**config.mk**
```make
export PLATFORM = sky130hd
export DESIGN_NAME = readsrc
export DESIGN_NICKNAME = d
export VERILOG_FILES = /design/src/rtl/warp_pkg.sv /design/src/rtl/readsrc_fifo.sv /design/src/rtl/readsrc.sv
export SDC_FILE = /design/constraint.sdc
export NUM_CORES = 1
export LEC_CHECK = 0
export CAP_MARGIN = 5
export CORE_MARGIN = 2
export CORE_UTILIZATION = 52
export DETAILED_ROUTE_END_ITERATION = 7
export PLACE_DENSITY = 0.84
export SETUP_SLACK_MARGIN = 0.5
export SYNTH_ARGS = -nofsm -noshare
export SYNTH_HDL_FRONTEND = slang
export SYNTH_SLANG_ARGS = --single-unit
```
**constraint.sdc**
```tcl
create_clock -name clk -period 3.5 [get_ports clk]
set_clock_uncertainty 0.1 [all_clocks]
set_input_delay 0.7 -clock clk [delete_from_list [all_inputs] [get_ports clk]]
set_output_delay 0.7 -clock clk [all_outputs]
set_load 0.05 [all_outputs]
```
**src/rtl/warp_pkg.sv**
```systemverilog
// Shared definitions for the warp/decay pixel pipeline: pixel and address
// widths, the WISHBONE byte-select used by the reader and the writer, and
// the word-to-byte address conversion.
package warp_pkg;

  localparam int PIX_W      = 24;
  localparam int ADDR_W     = 30;
  localparam int ADDR_SHIFT = 2;

  // Only the low three byte lanes carry pixel data.
  localparam logic [3:0] WB_SEL = 4'b0111;

  typedef logic [PIX_W-1:0]  pixel_t;
  typedef logic [ADDR_W-1:0] waddr_t;

  // Word addresses become byte addresses on the bus by appending zero bits.
  function automatic logic [31:0] wordToByte(input waddr_t a);
    return {a, {ADDR_SHIFT{1'b0}}};
  endfunction

endpackage

```
**src/rtl/readsrc_fifo.sv**
```systemverilog
// Small synchronous FIFO with a combinational head read. Storage has no
// reset; only the pointers and the occupancy count are cleared.
module readsrc_fifo #(
  parameter int WIDTH = 24,
  parameter int DEPTH = 4,
  localparam int PW = (DEPTH > 1) ? $clog2(DEPTH) : 1,
  localparam int CW = $clog2(DEPTH + 1)
) (
  input  logic             clk,
  input  logic             rst,
  input  logic             push_i,
  input  logic [WIDTH-1:0] push_data_i,
  input  logic             pop_i,
  output logic [WIDTH-1:0] head_data_o,
  output logic [CW-1:0]    count_o,
  output logic             empty_o,
  output logic             full_o
);

  logic [WIDTH-1:0] mem_q [DEPTH];
  logic [PW-1:0]    head_q;
  logic [PW-1:0]    tail_q;
  logic [CW-1:0]    count_q;
  logic [CW-1:0]    count_d;
  logic             doPush;
  logic             doPop;

  assign empty_o     = (count_q == '0);
  assign full_o      = (count_q == CW'(DEPTH));
  assign count_o     = count_q;
  assign head_data_o = mem_q[head_q];

  // A push into a full FIFO is only legal when the head leaves in the same cycle.
  assign doPop  = pop_i & ~empty_o;
  assign doPush = push_i & (~full_o | doPop);

  // Occupancy moves by one unless a push and a pop cancel out.
  always_comb begin
    count_d = count_q;
    case ({doPush, doPop})
      2'b10:   count_d = count_q + 1'b1;
      2'b01:   count_d = count_q - 1'b1;
      default: count_d = count_q;
    endcase
  end

  // Pointers wrap naturally because the depth is a power of two.
  always_ff @(posedge clk or posedge rst) begin
    if (rst) begin
      head_q  <= '0;
      tail_q  <= '0;
      count_q <= '0;
    end else begin
      count_q <= count_d;
      if (doPush) tail_q <= tail_q + 1'b1;
      if (doPop)  head_q <= head_q + 1'b1;
    end
  end

  // Entry storage is written at the tail; its contents after reset are irrelevant.
  always_ff @(posedge clk) begin
    if (doPush) mem_q[tail_q] <= push_data_i;
  end

endmodule

```
**src/rtl/readsrc.sv**
```systemverilog
// Source-pixel reader: turns a stream of word addresses into single-beat
// WISHBONE reads (one outstanding at a time) and hands the returned pixels
// downstream through a small FIFO, strictly in request order.
// Optional build macro READSRC_TAG_EN adds s_tag/p_tag, a 30-bit tag that
// travels with each request and comes out alongside its pixel.
module readsrc
  import warp_pkg::*;
#(
  parameter int DEPTH = 4
) (
  input  logic              clk,
  input  logic              rst,
  input  logic [ADDR_W-1:0] s_addr,
  input  logic              s_ready,
  output logic              s_next,
  output logic [31:0]       mwb_adr_o,
  output logic              mwb_stb_o,
  input  logic              mwb_ack_i,
  input  logic [31:0]       mwb_dat_i,
  output logic [3:0]        mwb_sel_o,
  output logic [PIX_W-1:0]  p_data,
  output logic              p_ready,
  input  logic              p_next
`ifdef READSRC_TAG_EN
  ,
  input  logic [ADDR_W-1:0] s_tag,
  output logic [ADDR_W-1:0] p_tag
`endif
);

  localparam int CW = $clog2(DEPTH + 1);
`ifdef READSRC_TAG_EN
  localparam int FW = PIX_W + ADDR_W;
`else
  localparam int FW = PIX_W;
`endif

  logic          stb_q, stb_d;
  logic [31:0]   adr_q, adr_d;
  logic [CW-1:0] fifoCount;
  logic          fifoEmpty;
  logic          fifoFullUnused;
  logic [FW-1:0] fifoIn;
  logic [FW-1:0] fifoHead;
  logic          ackValid;
  logic          reqAccept;
  logic          slotAvail;
  logic          unusedDatHi;

`ifdef READSRC_TAG_EN
  logic [ADDR_W-1:0] tag_q, tag_d;
`endif

  assign mwb_stb_o = stb_q;
  assign mwb_adr_o = adr_q;
  assign mwb_sel_o = WB_SEL;

  // Only an ack for our own outstanding strobe counts.
  assign ackValid = mwb_ack_i & stb_q;

  // Reserve a slot for the in-flight read as well, so every read has somewhere
  // to land. Uses the registered count only, keeping p_next out of this path.
  assign slotAvail = (int'(fifoCount) + int'(stb_q)) < DEPTH;
  assign s_next    = (~stb_q | mwb_ack_i) & slotAvail;
  assign reqAccept = s_ready & s_next;

  assign unusedDatHi = ^mwb_dat_i[31:PIX_W];

  // Next request state: a new accept wins over the ack so reads run back-to-back.
  always_comb begin
    stb_d = stb_q;
    adr_d = adr_q;
`ifdef READSRC_TAG_EN
    tag_d = tag_q;
`endif
    if (reqAccept) begin
      stb_d = 1'b1;
      adr_d = wordToByte(s_addr);
`ifdef READSRC_TAG_EN
      tag_d = s_tag;
`endif
    end else if (ackValid) begin
      stb_d = 1'b0;
    end
  end

  // Request registers; reset drops the strobe and abandons any outstanding read.
  always_ff @(posedge clk or posedge rst) begin
    if (rst) begin
      stb_q <= 1'b0;
      adr_q <= '0;
`ifdef READSRC_TAG_EN
      tag_q <= '0;
`endif
    end else begin
      stb_q <= stb_d;
      adr_q <= adr_d;
`ifdef READSRC_TAG_EN
      tag_q <= tag_d;
`endif
    end
  end

`ifdef READSRC_TAG_EN
  assign fifoIn = {tag_q, mwb_dat_i[PIX_W-1:0]};
  assign p_tag  = fifoHead[FW-1:PIX_W];
`else
  assign fifoIn = mwb_dat_i[PIX_W-1:0];
`endif

  assign p_data  = fifoHead[PIX_W-1:0];
  assign p_ready = ~fifoEmpty;

  readsrc_fifo #(
    .WIDTH (FW),
    .DEPTH (DEPTH)
  ) u_fifo (
    .clk         (clk),
    .rst         (rst),
    .push_i      (ackValid),
    .push_data_i (fifoIn),
    .pop_i       (p_ready & p_next),
    .head_data_o (fifoHead),
    .count_o     (fifoCount),
    .empty_o     (fifoEmpty),
    .full_o      (fifoFullUnused)
  );

endmodule

```
=== Yosys cells after proc, flatten, opt, wreduce, memory -nomap -nowiden ===
Memory sizes are Yosys's and may differ from the RTL's.
Index checks and enable logic that the tools add are counted.

* Logic and storage cells: 34
* Bits of input ports: 67
* Memories kept: 1
* ROM bits: 0
* Memory bits (writable): 96
* Flip-flop bits (word level): 38
* Bits in latches: 0

{| class="wikitable"
|+ Memory list
! name !! depth !! bits a word !! rd ports !! clocked after Yosys merged registers in !! wr ports !! RTL line !! source
|-
| u_fifo.mem_q || 4 || 24 || 1 || 0 || 1 || readsrc_fifo.sv:20 || <nowiki>logic [WIDTH-1:0] mem_q [DEPTH];</nowiki>
|}

* Multiplexer cells: 5
* Reduce and logical (&&, ||, !) cells: 3
* Equality and inequality tests: 3
* Bitwise logic cells: 11
* $lt $le $gt $ge: 1
* Shifts and indexed selects: 0
* Div/mod/pow operators: 0
* $mul: 0
* Add/sub/neg operators: 5

{| class="wikitable"
|+ Operator list
! operator !! count
|-
| AND 1 bit || 6
|-
| one-hot mux 3 bit (2 select lines) || 1
|-
| adder 2 x 1 -> 2 bit, second input constant || 2
|-
| adder 3 x 1 -> 4 bit || 1
|-
| < comparator 4 x 3 -> 1 bit, second input constant || 1
|-
| 2-to-1 mux 1 bit || 4
|-
| nonzero test 2 bit || 2
|-
| adder 3 x 1 -> 3 bit, second input constant || 1
|-
| == test 3 bit, second input constant || 1
|-
| logical NOT 3 bit || 1
|-
| NOT 1 bit || 3
|-
| subtractor 3 x 1 -> 3 bit, second input constant || 1
|-
| == test 2 x 1 -> 1 bit, second input constant || 1
|-
| == test 2 bit, second input constant || 1
|-
| bitwise OR 1 bit || 2
|}

=== Longest topological paths before layout ===
* Depth in word-level cells: 8
* Depth in mapped cells: 9
* Mapped depth without buffers: 9

=== Hierarchy ===
A second synthesis with hierarchy kept.

* Cells, all modules: 259
* Area total of the unflattened synthesis: 5252.5 um2

{| class="wikitable"
|+ By module, submodules not included
! module !! area each (um2) !! cells each !! instances
|-
| readsrc_fifo || 3983.8 || 177 || 1
|-
| readsrc || 1268.7 || 82 || 1
|}

=== Least setup slack after synthesis ===
OpenSTA, ideal clock, no wires.

* Path type: input to output
* Start: input mwb_ack_i
* End: output s_next
* Path slack: 0.973 ns
* Arrival time: 1.727 ns
* Data required time: 2.700 ns
* Stages on the path: 2
* Buffers on the path: 0
* Path through: a21bo_2 -> a21oi_1

* Word-level cells in the longest chain between the ends: 2

{| class="wikitable"
|+ Ends and longest elaborated chain
! element !! RTL line !! source
|-
| from (decl) || readsrc.sv:18 || <nowiki>input logic mwb_ack_i,</nowiki>
|-
| bitwise OR 1 bit || readsrc.sv:64 || <nowiki>assign s_next = (~stb_q | mwb_ack_i) & slotAvail;</nowiki>
|-
| AND 1 bit || readsrc.sv:64 ||
|-
| to (decl) || readsrc.sv:15 || <nowiki>output logic s_next,</nowiki>
|}

Every way passes these cells.

=== Worst setup path after layout ===
* Start: register u_fifo.head_q[0]
* End: output p_data[0]

* Word-level cells in the longest chain between the ends: 1

{| class="wikitable"
|+ Ends and longest elaborated chain
! element !! RTL line !! source
|-
| from (decl) || readsrc_fifo.sv:21 || <nowiki>logic [PW-1:0] head_q;</nowiki>
|-
| from (signal assigned) || readsrc_fifo.sv:56 || <nowiki>if (doPop) head_q <= head_q + 1'b1;</nowiki>
|-
| memory read (4 x 24 bit) || -- ||
|-
| to (decl) || readsrc.sv:21 || <nowiki>output logic [PIX_W-1:0] p_data,</nowiki>
|}

Every way passes these cells.

==> run_results.csv <==
group,metric,value,unit
clocking,clock-sinks,134,
clocking,insertion_delay,0.50,ns
routing,drt_wl_total,9.55,mm
clocking,clock-root-buffer,"clkbuf_8",
routing,ant_nets,0,
routing,vias_per_cell,5.11,
finish,final_core_util,0.720,
sta,max_freq,345,MHz
routing,first_pass_iters,5,
finish,drive_above_1_share,0.251,
floorplan,dieHeight,103,um
floorplan,start_util,0.530,
routing,drt_iter0_markers,97,
setup_path,r2r_cells,9,
routing,drc,0,
finish,area_delta_synth_final,36.0,%
finish,insertedDiodeCount,0,
sta,rsz0062_at_grt,"no",
global_route,grt.total_usage,0.190,
flow_run,maxCapViolations,0,
setup_path,startpoint_type,"register",
global_route,grt_pass1_wl,14.5,mm
global_route,antenna_found_initial,0,
yosys,yosysSeqAreaShare,0.747,
floorplan,row_count,36,
sta,worstMarginPinSlew,0.552,ns
clocking,htreeDepth,4,
placed_design,hpwl,6.22,mm
routing,wire_per_inst,18.3,um
sta,fin_crit,2.90,ns
clocking,clock_path_buffers,2,
yosys,avgSynthCellArea,21.1,um^2
run_status,status,"finished, final reports clean",
sta,slew_viol_final,0,
floorplan,die_w,103,um
routing,vias,2673,
global_route,grt_pass1_vias,2882,
setup_path,path_max_fanout,26,
placed_design,port_buffers,115,
setup_path,rr_startpoint,"u_fifo.count_o[0]",
setup_path,crit_path_max_incr_delay,0.54,ns
clocking,numCtsBuffers,17,
min_path,min_from,"u_fifo.head_q[1]",
clocking,clk_pin_slew,0.06,ns
min_path,hold_path.class,"register to register",
power_and_ir_drop,leakage,0.00258,uW
yosys,yosys_register_bits,134,
yosys,syn_inst,243,
power_and_ir_drop,ir_drop,734,uV
setup_path,reg2reg_slack,1.24,ns
yosys,netlist_area,5130,um^2
finish,final_nets,450,
min_path,holdPathEnd,"u_fifo.head_q[1]",
setup_path,cp_cell_sequence,"buf_12 -> mux4_2 -> dlygate4sd2_1",
global_route,grt_max_degree,27,
setup_path,endpoint_kind,"output port",
sta,setup_viol,0,
sta,setup-tns-final,0,ns
floorplan,dieArea,10700,um^2
power_and_ir_drop,power.density,988,nW/um^2
clocking,post_cts.repair.setup_buffers,0,
setup_path,cp.arrival,2.10,ns
global_route,grt-ovfl-total,0,
min_path,hold_depth,1,
clocking,cts_tree,"done",
setup_path,reg2reg_to,"u_fifo.count_o[2]",
setup_path,crit_required,2.70,ns
sta,period_share,0.829,
setup_path,critical_path_class,"register to output port",
floorplan,num_io_pins,130,
placed_design,gp_congestion,0.681,
yosys,synth_cell_types,27,
floorplan,core-area,9680,um^2
sta,hold_viol_final,0,
sta,maxSlewHeadroom,0.632,
yosys,ys_warn_count,0,
setup_path,crit_path_top_delay_cell,"mux4_2",
==> Yosys cell counts, drive strengths merged <==
master  instances  area share
conb            2      0.0015
inv             8      0.0059
ha              5       0.012
edfxtp         96        0.56
buf            14       0.022
nand2b          1      0.0012
mux2           31       0.068
dfrtp          38        0.19
mux2i           1      0.0020
xnor2           3      0.0051
clkbuf          1     0.00073
or3             1      0.0012
a21bo           1      0.0020
o31a            1      0.0017
a21oi           2      0.0041
and2            4      0.0049
nor2            2      0.0015
nand2           2      0.0015
xor2            3      0.0051
a21o            1      0.0015
mux4           24        0.11
nor4b           1      0.0017
fa              1      0.0039
==> repair_timing <==
item | CTS | global route
hold buffers | 0 | 0
endpoints found under the setup margin | 24 | 0
resized for setup | 24 | 0
==> through the flow <==
stage               power (uW)  instance area [um^2]  std cells  hold WS (ns)  setup WS (ns)
floorplan                 4460                  5140        247         0.400          0.973
global placement          5390                  6450        491         0.363          0.694
detailed placement        5450                  6450        491         0.370          0.621
CTS                       6970                  6970        523         0.377          0.553
global route              7200                  6970        523         0.409          0.518
finish                    6890                  6970        523         0.376          0.597
==> metal layers <==
layer	up-vias	part of all wire	global-route usage	routed length, um
li1	1209	-	-	-
met1	1345	0.38	0.216	3650
met2	114	0.51	0.321	4920
met3	5	0.097	0.0894	925
met4	0	0.0060	0.0597	57
met5	-	0	0	0
==> cell type report <==
class	instances	area (um^2)
Clock buffer	20	447
Timing Repair Buffer	126	1230
Multi-Input combinational cell	90	1170
Sequential cell	134	3830
Inverter	8	30.0
Tap cell	133	166
Clock inverter	12	104
Fill cell	607	2710
==> flip-flops by register name, indices dropped and copies added (netlist names) <==
name,cells
u_fifo.tail_q,2
u_fifo.mem_q,96
mwb_adr_o,30
u_fifo.count_o,3
mwb_stb_o,1
u_fifo.head_q,2
==> where the power goes <==
group / switching [uW] / internal (uW) / leakage, uW / total, uW
Sequential: 177 / 2070 / 0.00131 / 2240
Combinational: 1940 / 1100 / 0.000990 / 3040
Clock: 625 / 982 / 0.000274 / 1610
==> logic make-up (layout without fill, tap and decap cells) <==
kind of cell | count (synthesis) | in the layout | share of synthesized area
muxes | 56 | 56 | 0.175
and+or+nand+nor | 11 | 11 | 0.0120
DFF | 134 | 134 | 0.747
other | 2 | 6 | 0.00146
AOI/OAI and AO/OA | 5 | 5 | 0.00927
xor gates and xnor gates | 6 | 6 | 0.0102
buffers and inverters | 23 | 166 | 0.0283
adders and majority gates | 6 | 6 | 0.0161
==> layout by cell type (no fill, tap or decap), drive strengths merged, types with 4 or more instances in the layout <==
cell type and n:
and2 4, buf 12, clkbuf 20, clkdlybuf4s50 90, clkinv 8, conb 6, dfrtp 38, dlygate4sd2 24
edfxtp 96, ha 5, inv 10, mux2 31, mux4 24
==> critical path, delay by kind of cell (launching register included) <==
family / cells / cell delay [ns]
flip-flops: 1 / 0.37
multiplexers: 1 / 0.54
buffers and inverters: 2 / 0.68
==> worst max-delay path by stage <==
stage	depth (start not counted)	start	slack, ns	to
after floorplan	2	mwb_ack_i	0.97	s_next
after global placement	10	p_next	0.69	u_fifo.count_o[2]
after CTS	3	u_fifo.head_q[0]	0.55	p_data[0]
after global routing	3	u_fifo.head_q[0]	0.52	p_data[0]
final	3	u_fifo.head_q[0]	0.60	p_data[0]
after detailed placement	10	p_next	0.62	u_fifo.count_o[2]
Note: power is estimated with default switching activity, not from simulation.
